**src/rtl/operand_pkg.sv**
```systemverilog
// Shared constants for the operand fetch stage, register file wrapper
// and decode hazard logic: default widths and the hardwired zero register.
package operand_pkg;

  localparam int DATA_W = 32;
  localparam int ADDR_W = 5;

  localparam logic [ADDR_W-1:0] REG_ZERO = '0;

endpackage

```
**src/rtl/operand_resolve.sv**
```systemverilog
// Priority mux resolving one operand against EX/WB results and the zero
// register. Ports: source/use, EX and WB forward buses, RF data in, oOp out.
module operand_resolve
  import operand_pkg::*;
#(
  parameter int DATA_WIDTH = DATA_W,
  parameter int ADDR_WIDTH = ADDR_W
) (
  input  logic                  iUse,
  input  logic [ADDR_WIDTH-1:0] iSrc,
  input  logic                  iExEn,
  input  logic [ADDR_WIDTH-1:0] iExAddr,
  input  logic [DATA_WIDTH-1:0] iExData,
  input  logic                  iWbEn,
  input  logic [ADDR_WIDTH-1:0] iWbAddr,
  input  logic [DATA_WIDTH-1:0] iWbData,
  input  logic [DATA_WIDTH-1:0] iRfData,
  output logic [DATA_WIDTH-1:0] oOp
);

  logic is_zero;

  assign is_zero = !iUse || (iSrc == ADDR_WIDTH'(REG_ZERO));

  // Priority chain: zero rule, then EX (youngest), then WB, then RF.
  always_comb begin
    oOp = iRfData;
    if (is_zero) begin
      oOp = '0;
    end else if (iExEn && (iExAddr == iSrc)) begin
      oOp = iExData;
    end else if (iWbEn && (iWbAddr == iSrc)) begin
      oOp = iWbData;
    end
  end

endmodule

```
**src/rtl/operand_fetch.sv**
```systemverilog
// Two-stage operand fetch: S1 issues RF reads, S2 holds resolved operands.
// Ports: decode in (valid/ready), RF read ports, EX/WB forwards, execute out.
module operand_fetch
  import operand_pkg::*;
#(
  parameter int DATA_WIDTH = DATA_W,
  parameter int ADDR_WIDTH = ADDR_W
) (
  input  logic                  iClk,
  input  logic                  iRst_n,
  input  logic                  iValid,
  output logic                  oReady,
  input  logic [ADDR_WIDTH-1:0] iSrc0,
  input  logic [ADDR_WIDTH-1:0] iSrc1,
  input  logic                  iUse0,
  input  logic                  iUse1,
  input  logic [ADDR_WIDTH-1:0] iDest,
  output logic [ADDR_WIDTH-1:0] oAddrRead0,
  output logic [ADDR_WIDTH-1:0] oAddrRead1,
  output logic                  oEnRead0,
  output logic                  oEnRead1,
  input  logic [DATA_WIDTH-1:0] iDataRead0,
  input  logic [DATA_WIDTH-1:0] iDataRead1,
  input  logic                  iExEn,
  input  logic [ADDR_WIDTH-1:0] iExAddr,
  input  logic [DATA_WIDTH-1:0] iExData,
  input  logic                  iExIsLoad,
  input  logic                  iWbEn,
  input  logic [ADDR_WIDTH-1:0] iWbAddr,
  input  logic [DATA_WIDTH-1:0] iWbData,
  input  logic                  iFlush,
  output logic                  oValid,
  input  logic                  iReady,
  output logic [DATA_WIDTH-1:0] oOpA,
  output logic [DATA_WIDTH-1:0] oOpB,
  output logic [ADDR_WIDTH-1:0] oDest
);

  logic                  s1_valid_q, s1_valid_d;
  logic [ADDR_WIDTH-1:0] s1_src0_q, s1_src0_d;
  logic [ADDR_WIDTH-1:0] s1_src1_q, s1_src1_d;
  logic                  s1_use0_q, s1_use0_d;
  logic                  s1_use1_q, s1_use1_d;
  logic [ADDR_WIDTH-1:0] s1_dest_q, s1_dest_d;

  logic                  s2_valid_q, s2_valid_d;
  logic [ADDR_WIDTH-1:0] s2_src0_q, s2_src0_d;
  logic [ADDR_WIDTH-1:0] s2_src1_q, s2_src1_d;
  logic                  s2_use0_q, s2_use0_d;
  logic                  s2_use1_q, s2_use1_d;
  logic [ADDR_WIDTH-1:0] s2_dest_q, s2_dest_d;
  logic [DATA_WIDTH-1:0] s2_op_a_q, s2_op_a_d;
  logic [DATA_WIDTH-1:0] s2_op_b_q, s2_op_b_d;

  logic                  hit0, hit1, hazard;
  logic                  stall, s1_hold, s1_adv, accept;
  logic [DATA_WIDTH-1:0] res_a, res_b, snp_a, snp_b;

  // Load in EX targets a used, nonzero S1 source: data not ready yet.
  assign hit0 = s1_use0_q
             && (s1_src0_q != ADDR_WIDTH'(REG_ZERO))
             && (iExAddr == s1_src0_q);
  assign hit1 = s1_use1_q
             && (s1_src1_q != ADDR_WIDTH'(REG_ZERO))
             && (iExAddr == s1_src1_q);
  assign hazard = s1_valid_q && iExEn && iExIsLoad && (hit0 || hit1);

  assign stall   = s2_valid_q && !iReady;
  assign s1_hold = s1_valid_q && (hazard || stall);
  assign s1_adv  = s1_valid_q && !hazard;
  assign oReady  = !s1_hold;
  assign accept  = iValid && oReady;

  // A held S1 re-reads every cycle so its RF data stays one cycle fresh.
  always_comb begin
    oAddrRead0 = '0;
    oAddrRead1 = '0;
    oEnRead0   = 1'b0;
    oEnRead1   = 1'b0;
    if (s1_hold) begin
      oAddrRead0 = s1_src0_q;
      oAddrRead1 = s1_src1_q;
      oEnRead0   = s1_use0_q;
      oEnRead1   = s1_use1_q;
    end else if (accept) begin
      oAddrRead0 = iSrc0;
      oAddrRead1 = iSrc1;
      oEnRead0   = iUse0;
      oEnRead1   = iUse1;
    end
  end

  operand_resolve #(
    .DATA_WIDTH (DATA_WIDTH),
    .ADDR_WIDTH (ADDR_WIDTH)
  ) u_res_a (
    .iUse    (s1_use0_q),
    .iSrc    (s1_src0_q),
    .iExEn   (iExEn),
    .iExAddr (iExAddr),
    .iExData (iExData),
    .iWbEn   (iWbEn),
    .iWbAddr (iWbAddr),
    .iWbData (iWbData),
    .iRfData (iDataRead0),
    .oOp     (res_a)
  );

  operand_resolve #(
    .DATA_WIDTH (DATA_WIDTH),
    .ADDR_WIDTH (ADDR_WIDTH)
  ) u_res_b (
    .iUse    (s1_use1_q),
    .iSrc    (s1_src1_q),
    .iExEn   (iExEn),
    .iExAddr (iExAddr),
    .iExData (iExData),
    .iWbEn   (iWbEn),
    .iWbAddr (iWbAddr),
    .iWbData (iWbData),
    .iRfData (iDataRead1),
    .oOp     (res_b)
  );

  // Snoop path for a stalled S2: WB only, held operand as fallback.
  operand_resolve #(
    .DATA_WIDTH (DATA_WIDTH),
    .ADDR_WIDTH (ADDR_WIDTH)
  ) u_snp_a (
    .iUse    (s2_use0_q),
    .iSrc    (s2_src0_q),
    .iExEn   (1'b0),
    .iExAddr (iExAddr),
    .iExData (iExData),
    .iWbEn   (iWbEn),
    .iWbAddr (iWbAddr),
    .iWbData (iWbData),
    .iRfData (s2_op_a_q),
    .oOp     (snp_a)
  );

  operand_resolve #(
    .DATA_WIDTH (DATA_WIDTH),
    .ADDR_WIDTH (ADDR_WIDTH)
  ) u_snp_b (
    .iUse    (s2_use1_q),
    .iSrc    (s2_src1_q),
    .iExEn   (1'b0),
    .iExAddr (iExAddr),
    .iExData (iExData),
    .iWbEn   (iWbEn),
    .iWbAddr (iWbAddr),
    .iWbData (iWbData),
    .iRfData (s2_op_b_q),
    .oOp     (snp_b)
  );

  always_comb begin
    s1_valid_d = s1_valid_q;
    s1_src0_d  = s1_src0_q;
    s1_src1_d  = s1_src1_q;
    s1_use0_d  = s1_use0_q;
    s1_use1_d  = s1_use1_q;
    s1_dest_d  = s1_dest_q;
    s2_valid_d = s2_valid_q;
    s2_src0_d  = s2_src0_q;
    s2_src1_d  = s2_src1_q;
    s2_use0_d  = s2_use0_q;
    s2_use1_d  = s2_use1_q;
    s2_dest_d  = s2_dest_q;
    s2_op_a_d  = s2_op_a_q;
    s2_op_b_d  = s2_op_b_q;
    if (iFlush) begin
      s1_valid_d = 1'b0;
      s2_valid_d = 1'b0;
    end else begin
      if (stall) begin
        s2_op_a_d = snp_a;
        s2_op_b_d = snp_b;
      end else begin
        // Hazard or empty S1 leaves a bubble in S2.
        s2_valid_d = s1_adv;
        if (s1_adv) begin
          s2_src0_d = s1_src0_q;
          s2_src1_d = s1_src1_q;
          s2_use0_d = s1_use0_q;
          s2_use1_d = s1_use1_q;
          s2_dest_d = s1_dest_q;
          s2_op_a_d = res_a;
          s2_op_b_d = res_b;
        end
      end
      if (!s1_hold) begin
        s1_valid_d = accept;
        if (accept) begin
          s1_src0_d = iSrc0;
          s1_src1_d = iSrc1;
          s1_use0_d = iUse0;
          s1_use1_d = iUse1;
          s1_dest_d = iDest;
        end
      end
    end
  end

  always_ff @(posedge iClk or negedge iRst_n) begin
    if (!iRst_n) begin
      s1_valid_q <= 1'b0;
      s1_src0_q  <= '0;
      s1_src1_q  <= '0;
      s1_use0_q  <= 1'b0;
      s1_use1_q  <= 1'b0;
      s1_dest_q  <= '0;
      s2_valid_q <= 1'b0;
      s2_src0_q  <= '0;
      s2_src1_q  <= '0;
      s2_use0_q  <= 1'b0;
      s2_use1_q  <= 1'b0;
      s2_dest_q  <= '0;
      s2_op_a_q  <= '0;
      s2_op_b_q  <= '0;
    end else begin
      s1_valid_q <= s1_valid_d;
      s1_src0_q  <= s1_src0_d;
      s1_src1_q  <= s1_src1_d;
      s1_use0_q  <= s1_use0_d;
      s1_use1_q  <= s1_use1_d;
      s1_dest_q  <= s1_dest_d;
      s2_valid_q <= s2_valid_d;
      s2_src0_q  <= s2_src0_d;
      s2_src1_q  <= s2_src1_d;
      s2_use0_q  <= s2_use0_d;
      s2_use1_q  <= s2_use1_d;
      s2_dest_q  <= s2_dest_d;
      s2_op_a_q  <= s2_op_a_d;
      s2_op_b_q  <= s2_op_b_d;
    end
  end

  assign oValid = s2_valid_q;
  assign oOpA   = s2_op_a_q;
  assign oOpB   = s2_op_b_q;
  assign oDest  = s2_dest_q;

endmodule

```
**config.mk**
```make
export PLATFORM = sky130hd
export DESIGN_NAME = operand_fetch
export DESIGN_NICKNAME = d
export VERILOG_FILES = /design/src/rtl/operand_pkg.sv /design/src/rtl/operand_resolve.sv /design/src/rtl/operand_fetch.sv
export SDC_FILE = /design/constraint.sdc
export NUM_CORES = 1
export LEC_CHECK = 0
export BUFFER_PORTS_ARGS = -buffer_cell sky130_fd_sc_hd__buf_2
export CELL_PAD_IN_SITES_DETAIL_PLACEMENT = 0
export CELL_PAD_IN_SITES_GLOBAL_PLACEMENT = 1
export CORE_MARGIN = 1.5
export CORE_UTILIZATION = 38
export DETAILED_ROUTE_END_ITERATION = 10
export PLACE_DENSITY_LB_ADDON = 0.1
export SETUP_SLACK_MARGIN = 0.3
export SYNTH_ARGS = -nofsm -noshare
export SYNTH_HDL_FRONTEND = slang
export SYNTH_SLANG_ARGS = --single-unit
export TNS_END_PERCENT = 10
```
**constraint.sdc**
```tcl
create_clock -name iClk -period 6.1 [get_ports iClk]
set_input_delay 0.61 -clock iClk [delete_from_list [all_inputs] [get_ports iClk]]
set_output_delay 0.61 -clock iClk [all_outputs]
set_load 0.02 [all_outputs]
```
After elaboration in Yosys (flattened, before gate mapping)
Index checks and enable logic that the tools add are counted.
- eq/ne operators: 10
- mux-type cells: 26
- bitwise gates (word level): 3
- reduce and logical (&&, ||, !) cells: 41
- operators by type and width (cell ; count):
    $mux W32 ; 14
    $eq A5 B5 Y1 ; 6
    $logic_not A5 Y1 ; 4
    $mux W5 ; 4
    $logic_and A1 B1 Y1 ; 17
    $reduce_and A3 Y1 ; 4
    $reduce_bool A5 Y1 ; 2
    $mux W1 ; 8
    $logic_not A1 Y1 ; 7
    $logic_or A1 B1 Y1 ; 6
    $ne A3 B1 Y1 const B ; 2
    $ne A2 B2 Y1 const B ; 2
    $not A1 Y1 ; 3
    $reduce_bool A2 Y1 ; 1
- register bits: 100
- input port bits: 163
- output and inout port bits: 83
- logic and storage cells: 94

Depth between registers and ports, before layout
Gate-level depths: netlist of run 1.
- word-level depth: 11
- mapped depth: 9
- gate-level depth less buffers: 7

Modules after synthesis
A second synthesis of run 1 with hierarchy kept.
- cells, all modules: 1445
- area, all modules: 12559.5 um^2
- by module, submodules not included (module ; times used ; cells each ; area each (um^2) ; seq. area each (um^2)):
    operand_fetch ; 1 ; 741 ; 7299.5 ; 2502.4
    operand_resolve ; 4 ; 176 ; 1315.0 ; 0.0

Worst setup path after synthesis of run 1
Ideal clock, no wire load.
- path kind: input to output
- start: in iExAddr[2]
- end: out oAddrRead0[0]
- arrival time: 2.194 ns
- data required time: 5.490 ns
- slack: 3.296 ns
- stages: 8
- cell sequence: xnor2_1 nand2_1 nor4_1 o21ai_2 a21boi_2 clkbuf_1 nand2_1 o21ai_0
- longest elaborated chain between the ends: 10
- elaborated cells on any way between the ends: 12
- ends and longest elaborated chain (item ; line ; RTL):
    start, declared ; operand_fetch.sv:25 ; input logic [ADDR_WIDTH-1:0] iExAddr,
    $eq A5 B5 Y1 (on tied branches) ; operand_fetch.sv:62, operand_fetch.sv:65 ;
    $logic_and A1 B1 Y1 (on tied branches) ; operand_fetch.sv:62, operand_fetch.sv:65 ;
    $logic_or A1 B1 Y1 (*) ; operand_fetch.sv:66 ; assign hazard = s1_valid_q && iExEn && iExIsLoad && (hit0 || hit1);
    $logic_and A1 B1 Y1 (*) ; operand_fetch.sv:66 ;
    $logic_or A1 B1 Y1 (*) ; operand_fetch.sv:69 ; assign s1_hold = s1_valid_q && (hazard || stall);
    $logic_and A1 B1 Y1 (*) ; operand_fetch.sv:69 ;
    $logic_not A1 Y1 ; n/a ;
    $logic_and A1 B1 Y1 ; operand_fetch.sv:72 ; assign accept = iValid && oReady;
    $mux W5 ; operand_fetch.sv:85 ; end else if (accept) begin
    $mux W5 (*) ; operand_fetch.sv:80 ; if (s1_hold) begin
    end, declared ; operand_fetch.sv:18 ; output logic [ADDR_WIDTH-1:0] oAddrRead0,
Every way passes the cells marked *; elsewhere a longest branch is shown, timed or not.

Worst setup path after layout of run 1
- start: reg s1_src1_q[3]
- end: out oAddrRead1[3]
- longest elaborated chain between the ends: 11
- elaborated cells on any way between the ends: 12
- ends and longest elaborated chain (item ; line ; RTL):
    start, declared ; operand_fetch.sv:41 ; logic [ADDR_WIDTH-1:0] s1_src1_q, s1_src1_d;
    start signal, assigned ; operand_fetch.sv:225 ; s1_src1_q <= s1_src1_d;
    $reduce_bool A5 Y1 ; operand_fetch.sv:64 ; && (s1_src1_q != ADDR_WIDTH'(REG_ZERO))
    $logic_and A1 B1 Y1 ; operand_fetch.sv:64 ;
    $logic_and A1 B1 Y1 ; operand_fetch.sv:65 ; && (iExAddr == s1_src1_q);
    $logic_or A1 B1 Y1 ; operand_fetch.sv:66 ;
    $logic_and A1 B1 Y1 ; operand_fetch.sv:66 ;
    $logic_or A1 B1 Y1 ; operand_fetch.sv:69 ;
    $logic_and A1 B1 Y1 ; operand_fetch.sv:69 ;
    $logic_not A1 Y1 ; n/a ;
    $logic_and A1 B1 Y1 ; operand_fetch.sv:72 ;
    $mux W5 ; operand_fetch.sv:85 ;
    $mux W5 (*) ; operand_fetch.sv:80 ;
    end, declared ; operand_fetch.sv:19 ; output logic [ADDR_WIDTH-1:0] oAddrRead1,
Marked as above.

==> results.md, run 1 <==
- Fin area: 7610 µm²
- Slowest-stage cell, CP: a21boi_2
- Multi-input gate area: 3250 µm²
- Post-Route WL: 20600 µm
- Final Non-Filler Cells: 1137
- Crit path max fanout: 27
- Synthesized flop and latch total: 100
- Placed cell areas: 7320 µm²
- Crit path DAT: 2.90 ns
- Clock skew: 0.0124 ns
- CTS resizes: 0
- Ys flop type: dfrtp_1
- Placed insts: 1119
- Crit start category: flop
- Synth cell count leaders: 168 x a21oi_1, 100 x dfrtp_1, 78 x nand2_1, 76 x o21ai_0, 68 x nor2_1
- RSZ-0062 raised after global routing: no
- Clk_lat worst skew: 0.36 ns
- Placement Rows: 45
- Vias in the first global route: 5709
- Worst R2R Setup Slack: 2.72 ns
- CTS Buf Count: 9
- Clk buf depth: 2
- Yosys warns: 0
- Gate power share: 34.3%
- Clock power frac: 24.8%
- Clock-pin slew of the registers on the worst-case setup and hold paths: 0.08 ns
- Io pins: 246
- Switching share of total power: 38.3%
- Number of hold buffers added after CTS: 0
- Minimum clock period: 3.51 ns
- Gr ovfl total: 0
- Initial antenna violation count: 2
- Met3 Resource Use GR: 5.28%
- Final RePlAce weighted congestion: 0.848
- Met1 Usage GRT: 32.9%
- Max incr delay on CP: 0.80 ns
- Register area: 2500 µm²
- Final hold vios: 0
- Top-area cell type share of the netlist area: 41.8%
- Synth unique cells: 33
- Kind of end point of the critical path: output port
- Area delta synth->final: 27.0%
- CTS Sinks: 100
- Cell with the most instances after synthesis: a21oi_1
- EDFF count, synth: 0
- Seq pwr share: 40.9%
- Top cells by area, synth: dfrtp_1 42%, a21oi_1 14%, mux2i_1 6.5%
- Share of layout cells above drive strength 1: 33.0%
- Period utilization: 57.6%
- Routed Antenna Nets: 0
- Slew Viols, Final: 0
- Syn_nets: 871
- Area leader, netlist: dfrtp_1
- Net Sw Power: 874 µW
- Lkg Pwr: 0.00339 µW
- Via count: 6069
- GR Util All Layers: 24.8%
- First-pass GRT wire length: 31500 µm
- Max IR drop VDD: 0.000156 V
- Power Dens Cells: 300 nW/µm²
- Critical path cell sequence: or4_1, o21ai_1, nor4_1, o21ai_2, a21boi_2, nand2_1, o21ai_0, buf_2
- Routed vias/inst: 5.34
- CTS tree: done
- Worst relative slew slack: 13.5%
- Initial Util: 39.1%
- Sequential share of the synthesized area: 41.8%
- WS Path Type: flop to output port
- Most Crowded Layer GR: met2
- Final worst setup slack: 2.59 ns
- Mean Syn Cell Area: 8.46 µm²
- Worst Max-Slew Pin Slew: 1.30 ns
- Highest clock rate: 285 MHz
- Pre-CTS setup slack: 2.66 ns
- DIE HEIGHT: 129 µm
- HP Class: primary input to async pin
- Core region area: 15300 µm²
- Setup TNS: 0 ns
- DRC Markers: 0
- H-Tree Depth: 3
- Global routing usage on met2: 40.3%
- Fill cells: 1522
- # setup viols final: 0
- Required time worst endpoint: 5.49 ns
- Largest net degree at the start of global routing: 65
- Design Power: 2280 µW
- Die width: 129 µm
- Netlist Area Pre-Place: 5990 µm²
- R2r worst-path depth: 8
- Post-synth ARST share: 100%
- DRT Pass-1 Iters: 5
- Clock Tree Root: clkbuf_16
- Die area: 16500 µm²
- NumNets Final: 1082
- Hpwl dp: 14100 µm
- DR WL/cell: 18.1 µm
- Max-Cap Viols: 0
- Post-CTS setup buffer count: 0
- Cell Int Power: 1410 µW
- 1st-iter DRT viols: 373
- Post-Syn Instances: 708
- Status: complete, no violations
- Buffers added on ports: 245
==> cells in the final DEF, fill, tap and decap left out, types with 2 or more instances in the layout <==
cell type	n
a211oi_4	2
a21oi_1	168
a31oi_1	27
and2_1	2
buf_2	244
buf_4	9
clkbuf_16	9
dfrtp_1	100
diode_2	2
inv_1	4
inv_6	3
mux2_1	10
mux2_2	24
mux2i_1	39
nand2_1	78
nor2_1	66
nor2_2	2
nor4_1	6
o21ai_0	76
o21ai_1	2
o311a_1	2
or3_1	2
or4_1	2
or4_2	2
xnor2_1	12
xor2_1	18
==> worst max-delay path: cells and delay by family (launching register included) <==
kind,cells,cell delay (ns)
AO/OA/AOI/OAI,4,1.12
AND/OR/NAND/NOR,3,0.74
flip-flops,1,0.47
buffers and inverters,1,0.19
==> power by group through the flow <==
| stage | clock network [µW] | logic (µW) | registers [µW] |
|---|---|---|---|
| floorplan | 0 | 349 | 1060 |
| global placement | 0 | 778 | 938 |
| detailed placement | 0 | 787 | 944 |
| CTS | 583 | 790 | 933 |
| global route | 610 | 866 | 957 |
| finish | 566 | 785 | 934 |
==> cell type report <==
type,instances,area share [%]
antenna,2,0.0658
clock buffer,9,2.96
clock inverter,7,0.773
inverter,4,0.197
multi-input combinational,551,42.7
sequential,100,32.9
tap,211,3.47
timing repair buffer,253,16.9
==> final timing paths <==
| path | start | endpoint |
|---|---|---|
| max in group asynchronous | iRst_n | s2_use0_q |
| hold reg to reg | s1_dest_q[2] | s1_dest_q[2] |
| hold / removal | iRst_n | oOpA[4] |
| setup / recovery | s1_src1_q[3] | oAddrRead1[3] |
| min in group iClk | iDest[2] | s1_dest_q[2] |
| setup reg to reg | s1_src0_q[0] | oOpB[13] |
==> kinds of logic after synthesis <==
kind of cell / after synthesis / synth area share [%]
XOR/XNOR: 30 / 4.39
AO/OA/AOI/OAI: 280 / 24.8
multiplexers: 73 / 12.9
flip-flops: 100 / 41.8
AND/OR/NAND/NOR: 168 / 11.9
buffers and inverters: 57 / 4.26
==> metrics by stage <==
step           util [%]  hold WS (ns)
2_1_floorplan         -         0.314
5_1_grt            49.7         0.298
3_3_place_gp       47.8         0.465
6_report           49.7         0.251
3_5_place_dp       47.8         0.471
4_1_cts            49.6         0.277
==> state kept, by name, indices dropped and copies added, names as in the netlist, 5 cells and up <==
name	count
s2_src1_q	5
s2_src0_q	5
s1_src0_q	5
s1_src1_q	5
oOpA	32
oOpB	32
s1_dest_q	5
oDest	5
==> routing by layer <==
metal,wire length [µm],vias up
li1,-,2939
met1,8990,2837
met2,9420,257
met3,1680,34
met4,459,2
met5,13,-
Note: power is estimated with default switching activity, not from simulation.
==> run 2: changes to the inputs <==
Settings changed: CORE_UTILIZATION 38 to 35.
Clock period 6.1 ns to 3.4 ns, I/O delays scaled along.
==> run 2 against run 1 <==
  * Combinational power up 81%
  * Sequential power increased by 79%
  * First-iteration DRC count shrank 4.0%
  * Clock skew fell by 0.0036 ns
  * Global-route usage decreased by 1.6 points
  * Register-to-register slack lost 2.2 ns
  * Critical path depth grew 1
  * Total power is 85% higher
  * Setup slack got worse by 2.1 ns
  * Sequential cell count stayed put
==> results.md, run 2 (synthesis results as in run 1) <==
- Switching share of total power: 37.9% (-0.43 points)
- Routed vias/inst: 5.27 (-1.3%)
- Seq pwr share: 39.6% (-1.3 points)
- DRT Pass-1 Iters: 7 (+2)
- Design Power: 4220 µW (+85%)
- Highest clock rate: 345 MHz
- NumNets Final: 1095 (+1.2%)
- Cell Int Power: 2620 µW (+86%)
- Slew Viols, Final: 0 (unchanged)
- Placement Rows: 47 (+4.4%)
- Minimum clock period: 2.90 ns
- Crit start category: flop
- DRC Markers: 0 (unchanged)
- GR Util All Layers: 23.2% (-1.6 points)
- Commonest non-fill, non-tap cells in the layout: 244 x buf_2, 168 x a21oi_1, 100 x dfrtp_1
- WS Path Type: flop to flop
- Clock power frac: 26.7% (+1.9 points)
- Status: complete, no violations
- Routed Antenna Nets: 0 (unchanged)
- Antenna cells: 0 (-2)
- HP Class: primary input to flop
- Setup TNS: 0 ns (unchanged)
- Worst R2R Setup Slack: 0.50 ns (-2.22 ns)
- Max IR drop VDD: 0.000305 V (+95%)
- Clk buf depth: 2 (unchanged)
- H-Tree Depth: 3 (unchanged)
- CP most frequent cell: buf_4
- Required time worst endpoint: 3.64 ns (-1.85 ns)
- Fin area: 7790 µm² (+2.4%)
- Io pins: 246 (unchanged)
- Final hold vios: 0 (unchanged)
- Leading cell type in the layout, fill and taps excluded: buf_2
- Crit path max fanout: 11 (-59%)
- Clock skew: 0.00883 ns (-0.00361 ns)
- Net Sw Power: 1600 µW (+83%)
- CTS Sinks: 100 (unchanged)
- Max incr delay on CP: 0.53 ns (-0.27 ns)
- Core region area: 16600 µm² (+8.7%)
- Post-Route WL: 20900 µm (+1.5%)
- 1st-iter DRT viols: 358 (-4.0%)
- Worst relative slew slack: 48.4% (+35 points)
- Gr ovfl total: 0 (unchanged)
- Worst Max-Slew Pin Slew: 0.773 ns (-0.524 ns)
- Clock Tree Root: clkbuf_16
- DIE HEIGHT: 134 µm (+4.1%)
- Placed cell areas: 7450 µm² (+1.8%)
- CTS tree: done
- Initial Util: 36.0% (-3.1 points)
- Largest net degree at the start of global routing: 65 (unchanged)
- Multi-input gate area: 3260 µm² (+0.31%)
- Fill cells: 1701 (+12%)
- Die width: 134 µm (+4.1%)
- Slowest-stage cell, CP: or4_1
- Kind of end point of the critical path: flop
- First-pass GRT wire length: 32500 µm (+3.3%)
- Period utilization: 85.2%
- Initial antenna violation count: 1 (-1)
- Hpwl dp: 15000 µm (+6.4%)
- Buffers added on ports: 245 (unchanged)
- Via count: 6093 (+0.40%)
- Power Dens Cells: 542 nW/µm² (+80%)
- Critical path cell sequence: or4_1, o21ai_1, nor4_1, o21ai_2, a21boi_4, buf_4, nor3b_4, buf_4, mux2_2
- Share of layout cells above drive strength 1: 34.0% (+1.0 points)
- Final RePlAce weighted congestion: 0.849 (+0.15%)
- Gate power share: 33.7% (-0.6 points)
- DR WL/cell: 18.0 µm (-0.24%)
- Max-Cap Viols: 0 (unchanged)
- Vias in the first global route: 6022 (+5.5%)
- Area delta synth->final: 30.0%
- Die area: 17900 µm² (+8.4%)
- Clock-pin slew of the registers on the worst-case setup and hold paths: 0.08 ns (about the same)
- RSZ-0062 raised after global routing: yes
- Clk_lat worst skew: 0.36 ns (about the same)
- Register area: 2500 µm² (unchanged)
- Crit path DAT: 3.14 ns (+0.24 ns)
- Lkg Pwr: 0.00348 µW (+2.7%)
- # setup viols final: 0 (unchanged)
- CTS Buf Count: 9 (unchanged)
run 2: worst paths after layout:
path,depth (start not counted),endpoint,from
worst max-delay path,9,s1_dest_q[4],s1_src0_q[0]
worst min-delay path,2,s1_dest_q[0],iDest[0]
worst max register to register,9,s1_dest_q[4],s1_src0_q[0]
worst min register to register,1,s1_dest_q[1],s1_dest_q[1]
max in group asynchronous,3,s1_src0_q[1],iRst_n
min in group asynchronous,2,oOpB[8],iRst_n
run 2: worst max-delay path, delay by kind of cell (launching register included):
kind,cells,cell delay [ns]
flip-flops,1,0.45
AO/OA/AOI/OAI,3,0.51
AND/OR/NAND/NOR,3,1.01
multiplexers,1,0.35
buffers and inverters,2,0.46
run 2: per-stage QoR:
step	std cells	util (%)	hold slack, ns	setup WS [ns]
after CTS	1156	46.8	0.185	0.407
after global placement	1139	44.8	0.371	0.633
after floorplan	708	-	0.0444	0.882
after global routing	1157	46.8	0.198	0.287
final	1157	46.8	0.199	0.503
after detailed placement	1139	44.8	0.381	0.592
run 2: cell type report:
| cell class | instances | share of cell area (%) |
|---|---|---|
| Multi-Input combinational cell | 551 | 41.8 |
| Sequential cell | 100 | 32.1 |
| Timing Repair Buffer | 266 | 18.3 |
| Tap cell | 220 | 3.53 |
| Clock buffer | 9 | 2.89 |
| Clock inverter | 7 | 1.14 |
| Inverter | 4 | 0.193 |
run 2: per-layer routing:
layer	share of wire, %	global-route usage, %	up-vias
li1	-	-	2965
met1	44	30.3	2861
met5	0	0	-
met2	46	38.3	235
met4	2.0	7.91	0
met3	8.0	4.57	32
run 2: what timing repair did:
action | in CTS | in global routing
hold buffers | 1 | 0
endpoints found under the hold margin | 6 | 0
resized for setup | 1 | 0
setup buffers | 0 | 1
setup endpoints to repair | 6 | 7
pin swaps | 0 | 1
run 2: power groups by stage:
stage / Combinational [µW] / Sequential [µW] / Clock, µW
3_3_place_gp: 1410 / 1680 / 0
2_1_floorplan: 627 / 1910 / 0
5_1_grt: 1560 / 1710 / 1210
3_5_place_dp: 1430 / 1690 / 0
4_1_cts: 1440 / 1670 / 1150
6_report: 1420 / 1670 / 1130
==> run 3: changes to the inputs <==
Settings changed: CORE_UTILIZATION 35 to 43, SYNTH_HIERARCHICAL set to 1.
==> run 3 against run 2 <==
  * The flow now finishes with violations (max-slew violations)
  * Critical path depth shrank 2
  * Sequential cell count is the same
  * First-iteration DRC count grew to 3.8 times the previous value
  * Register-to-register slack gained 0.11 ns
  * Clock skew grew 0.0057 ns
  * Synthesized cell count grew 100%
  * Area after synthesis grew 110%
  * Clock power is essentially flat
  * Via count grew 120%
  * Global-route usage grew 9.9 points
  * Critical endpoint is now oAddrRead0[0]
  * Largest power group is now combinational cells
==> results.md, run 3 <==
- Status: complete, but fails checks
- Failing checks: max-slew violations
- Io pins: 246 (unchanged)
- Mean Syn Cell Area: 8.69 µm² (+2.7%)
- Initial antenna violation count: 0 (-1)
- Design Power: 6720 µW (+59%)
- Clock power frac: 16.8% (-9.9 points)
- Setup TNS: 0 ns (unchanged)
- Post-Route WL: 51000 µm (+140%)
- Max-Cap Viols: 0 (unchanged)
- Area delta synth->final: 10.8%
- Switching share of total power: 50.3% (+12 points)
- Antenna cells: 0 (unchanged)
- Cell Int Power: 3340 µW (+27%)
- Number of hold buffers added after CTS: 0 (-1)
- WS Path Type: flop to output port
- DIE HEIGHT: 174 µm (+30%)
- H-Tree Depth: 3 (unchanged)
- Lkg Pwr: 0.00450 µW (+30%)
- DRC Markers: 0 (unchanged)
- Required time worst endpoint: 3.06 ns (-0.58 ns)
- Seq pwr share: 28.9% (-11 points)
- Placement Rows: 62 (+32%)
- Clock Tree Root: clkbuf_16
- Fill cells: 2838 (+67%)
- Crit path max fanout: 14 (+3)
- Synth cell count leaders: 137 x nand4_1, 129 x o31ai_1, 128 x o21ai_0, 120 x a31oi_2, 118 x clkbuf_1
- Clock-pin slew of the registers on the worst-case setup and hold paths: 0.09 ns (about the same)
- GR Util All Layers: 33.1% (+9.9 points)
- Routed vias/inst: 7.09 (+35%)
- Minimum clock period: 2.99 ns (+0.0961 ns)
- 1st-iter DRT viols: 1376 (+280%)
- Netlist Area Pre-Place: 12600 µm² (+110%)
- DRT Pass-1 Iters: 5 (-2)
- EDFF count, synth: 0 (unchanged)
- Post-synth ARST share: 100% (unchanged)
- Initial Util: 43.8% (+7.8 points)
- DR WL/cell: 26.5 µm (+47%)
- Most Crowded Layer GR: met2
- Clock skew: 0.0145 ns (+0.00569 ns)
- Highest clock rate: 334 MHz (-3.2%)
- Final hold vios: 0 (unchanged)
- NumNets Final: 1699 (+55%)
- Commonest non-fill, non-tap cells in the layout: 242 x buf_2, 137 x nand4_1, 129 x o31ai_1
- CTS tree: done
- Hpwl dp: 30900 µm (+110%)
- Worst relative slew slack: -43.7% (-92 points)
- Slowest-stage cell, CP: or4_1
- Ys flop type: dfrtp_1
- Max IR drop VDD: 0.000284 V (-6.9%)
- Max incr delay on CP: 0.55 ns (+0.02 ns)
- Period utilization: 88.0% (+2.8 points)
- Final Non-Filler Cells: 1925 (+66%)
- Via count: 13646 (+120%)
- Met1 Usage GRT: 45.1% (+15 points)
- Net Sw Power: 3380 µW (+110%)
- Clk buf depth: 2 (unchanged)
- Gate power share: 54.3% (+21 points)
- Final core utilization: 48.5% (+1.7 points)
- Clk_lat worst skew: 0.37 ns (about the same)
- Power Dens Cells: 483 nW/µm² (-11%)
- Crit start category: flop
- Die width: 174 µm (+30%)
- RSZ-0062 raised after global routing: no
- Cell with the most instances after synthesis: nand4_1
- Global routing usage on met2: 51.6% (+13 points)
- Buffers added on ports: 245 (unchanged)
- Vias in the first global route: 13063 (+120%)
- Leading cell type in the layout, fill and taps excluded: buf_2
- Routed Antenna Nets: 0 (unchanged)
- Worst Max-Slew Pin Slew: 2.16 ns (+1.38 ns)
- Crit path DAT: 2.65 ns (-0.49 ns)
- Met3 Resource Use GR: 6.47% (+1.9 points)
- # setup viols final: 0 (unchanged)
- Synth unique cells: 43 (+30%)
- Critical path cell sequence: or4_1, a21oi_1, nor4_4, a211oi_4, buf_12, mux2i_1, buf_2
- Share of layout cells above drive strength 1: 33.7% (-0.37 points)
- Slew Viols, Final: 134 (+134)
- Top cells by area, synth: dfrtp_1 20%, a31oi_2 12%, o31ai_1 7.7%
- Top-area cell type share of the netlist area: 19.9% (-22 points)
- Yosys warns: 6 (+6)
- Gr ovfl total: 0 (unchanged)
- Synthesized flop and latch total: 100 (unchanged)
- Kind of end point of the critical path: output port
- Core region area: 28700 µm² (+72%)
- First-pass GRT wire length: 79900 µm (+150%)
- HP Class: primary input to async pin
- Largest net degree at the start of global routing: 131 (+100%)
- Placed insts: 1908 (+68%)
- Area leader, netlist: dfrtp_1
- Die area: 30200 µm² (+69%)
- Post-Syn Instances: 1445 (+100%)
- Sequential share of the synthesized area: 19.9% (-22 points)
- Final RePlAce weighted congestion: 0.903 (+6.3%)
- CTS Sinks: 100 (unchanged)
- CTS Buf Count: 9 (unchanged)
run 3: cells by family (layout without fill, tap and decap cells):
| kind of cell | Yosys count | count (layout) | share of synthesized area (%) |
|---|---|---|---|
| DFF | 100 | 100 | 19.9 |
| and+or+nand+nor | 439 | 439 | 21.1 |
| buffers and inverters | 224 | 319 | 9.92 |
| other | 1 | 2 | 0.0299 |
| muxes | 110 | 110 | 9.40 |
| xor gates and xnor gates | 48 | 48 | 3.59 |
| AOI/OAI and AO/OA | 523 | 523 | 36.0 |
run 3: area by class of cell:
type / count / area [µm²] / share of cell area (%)
tap: 384 / 480 / 3.45
timing repair buffer: 289 / 1710 / 12.3
multi-input combinational: 1122 / 8860 / 63.7
clock inverter: 7 / 81.3 / 0.584
clock buffer: 9 / 225 / 1.62
sequential: 100 / 2500 / 18.0
inverter: 14 / 52.6 / 0.377
run 3: power by group through the flow:
stage	clock, µW	sequential (µW)	combinational (µW)
floorplan	0	2100	2280
global placement	0	1940	3480
detailed placement	0	1950	3520
CTS	1150	1930	3530
global route	1200	2000	3890
finish	1130	1940	3650
run 3: routing by layer:
metal | routed length, µm | up-vias
li1 | - | 6014
met1 | 21600 | 6626
met2 | 22900 | 853
met3 | 4780 | 153
met4 | 1740 | 0
met5 | 0 | -
run 3: final timing paths:
check | start | end | slack, ns | cells past startpoint
setup / recovery | s1_src1_q[0] | oAddrRead0[0] | 0.41 | 7
min in group iClk | iDest[2] | s1_dest_q[2] | 0.18 | 2
setup reg to reg | s2_src0_q[0] | oOpA[16] | 0.61 | 8
hold reg to reg | s1_dest_q[2] | s1_dest_q[2] | 0.49 | 1
hold / removal | iRst_n | oOpB[7] | 0.03 | 1
max in group asynchronous | iRst_n | oOpB[20] | 2.60 | 2
run 3: stage by stage:
step           setup slack (ns)  cell area (µm²)  hold WS [ns]
5_1_grt                   0.325            13900        0.0964
6_report                  0.407            13900        0.0319
2_1_floorplan             0.541            12600        0.0444
4_1_cts                   0.349            13900        0.0637
3_3_place_gp              0.599            13600         0.461
3_5_place_dp              0.491            13600         0.460
run 3: repair_timing:
item,in CTS,in global routing
setup endpoints to repair,13,3
cloned,0,0
gates resized for setup,0,1
pin swaps,1,0
hold endpoints to repair,0,0
setup buffers,1,0
run 3: worst max-delay path: cells and delay by family (launching register included):
kind	cells	cell delay, ns
simple gates	2	0.67
compound gates	2	0.53
flops	1	0.50
buf+inv	2	0.37
mux	1	0.20
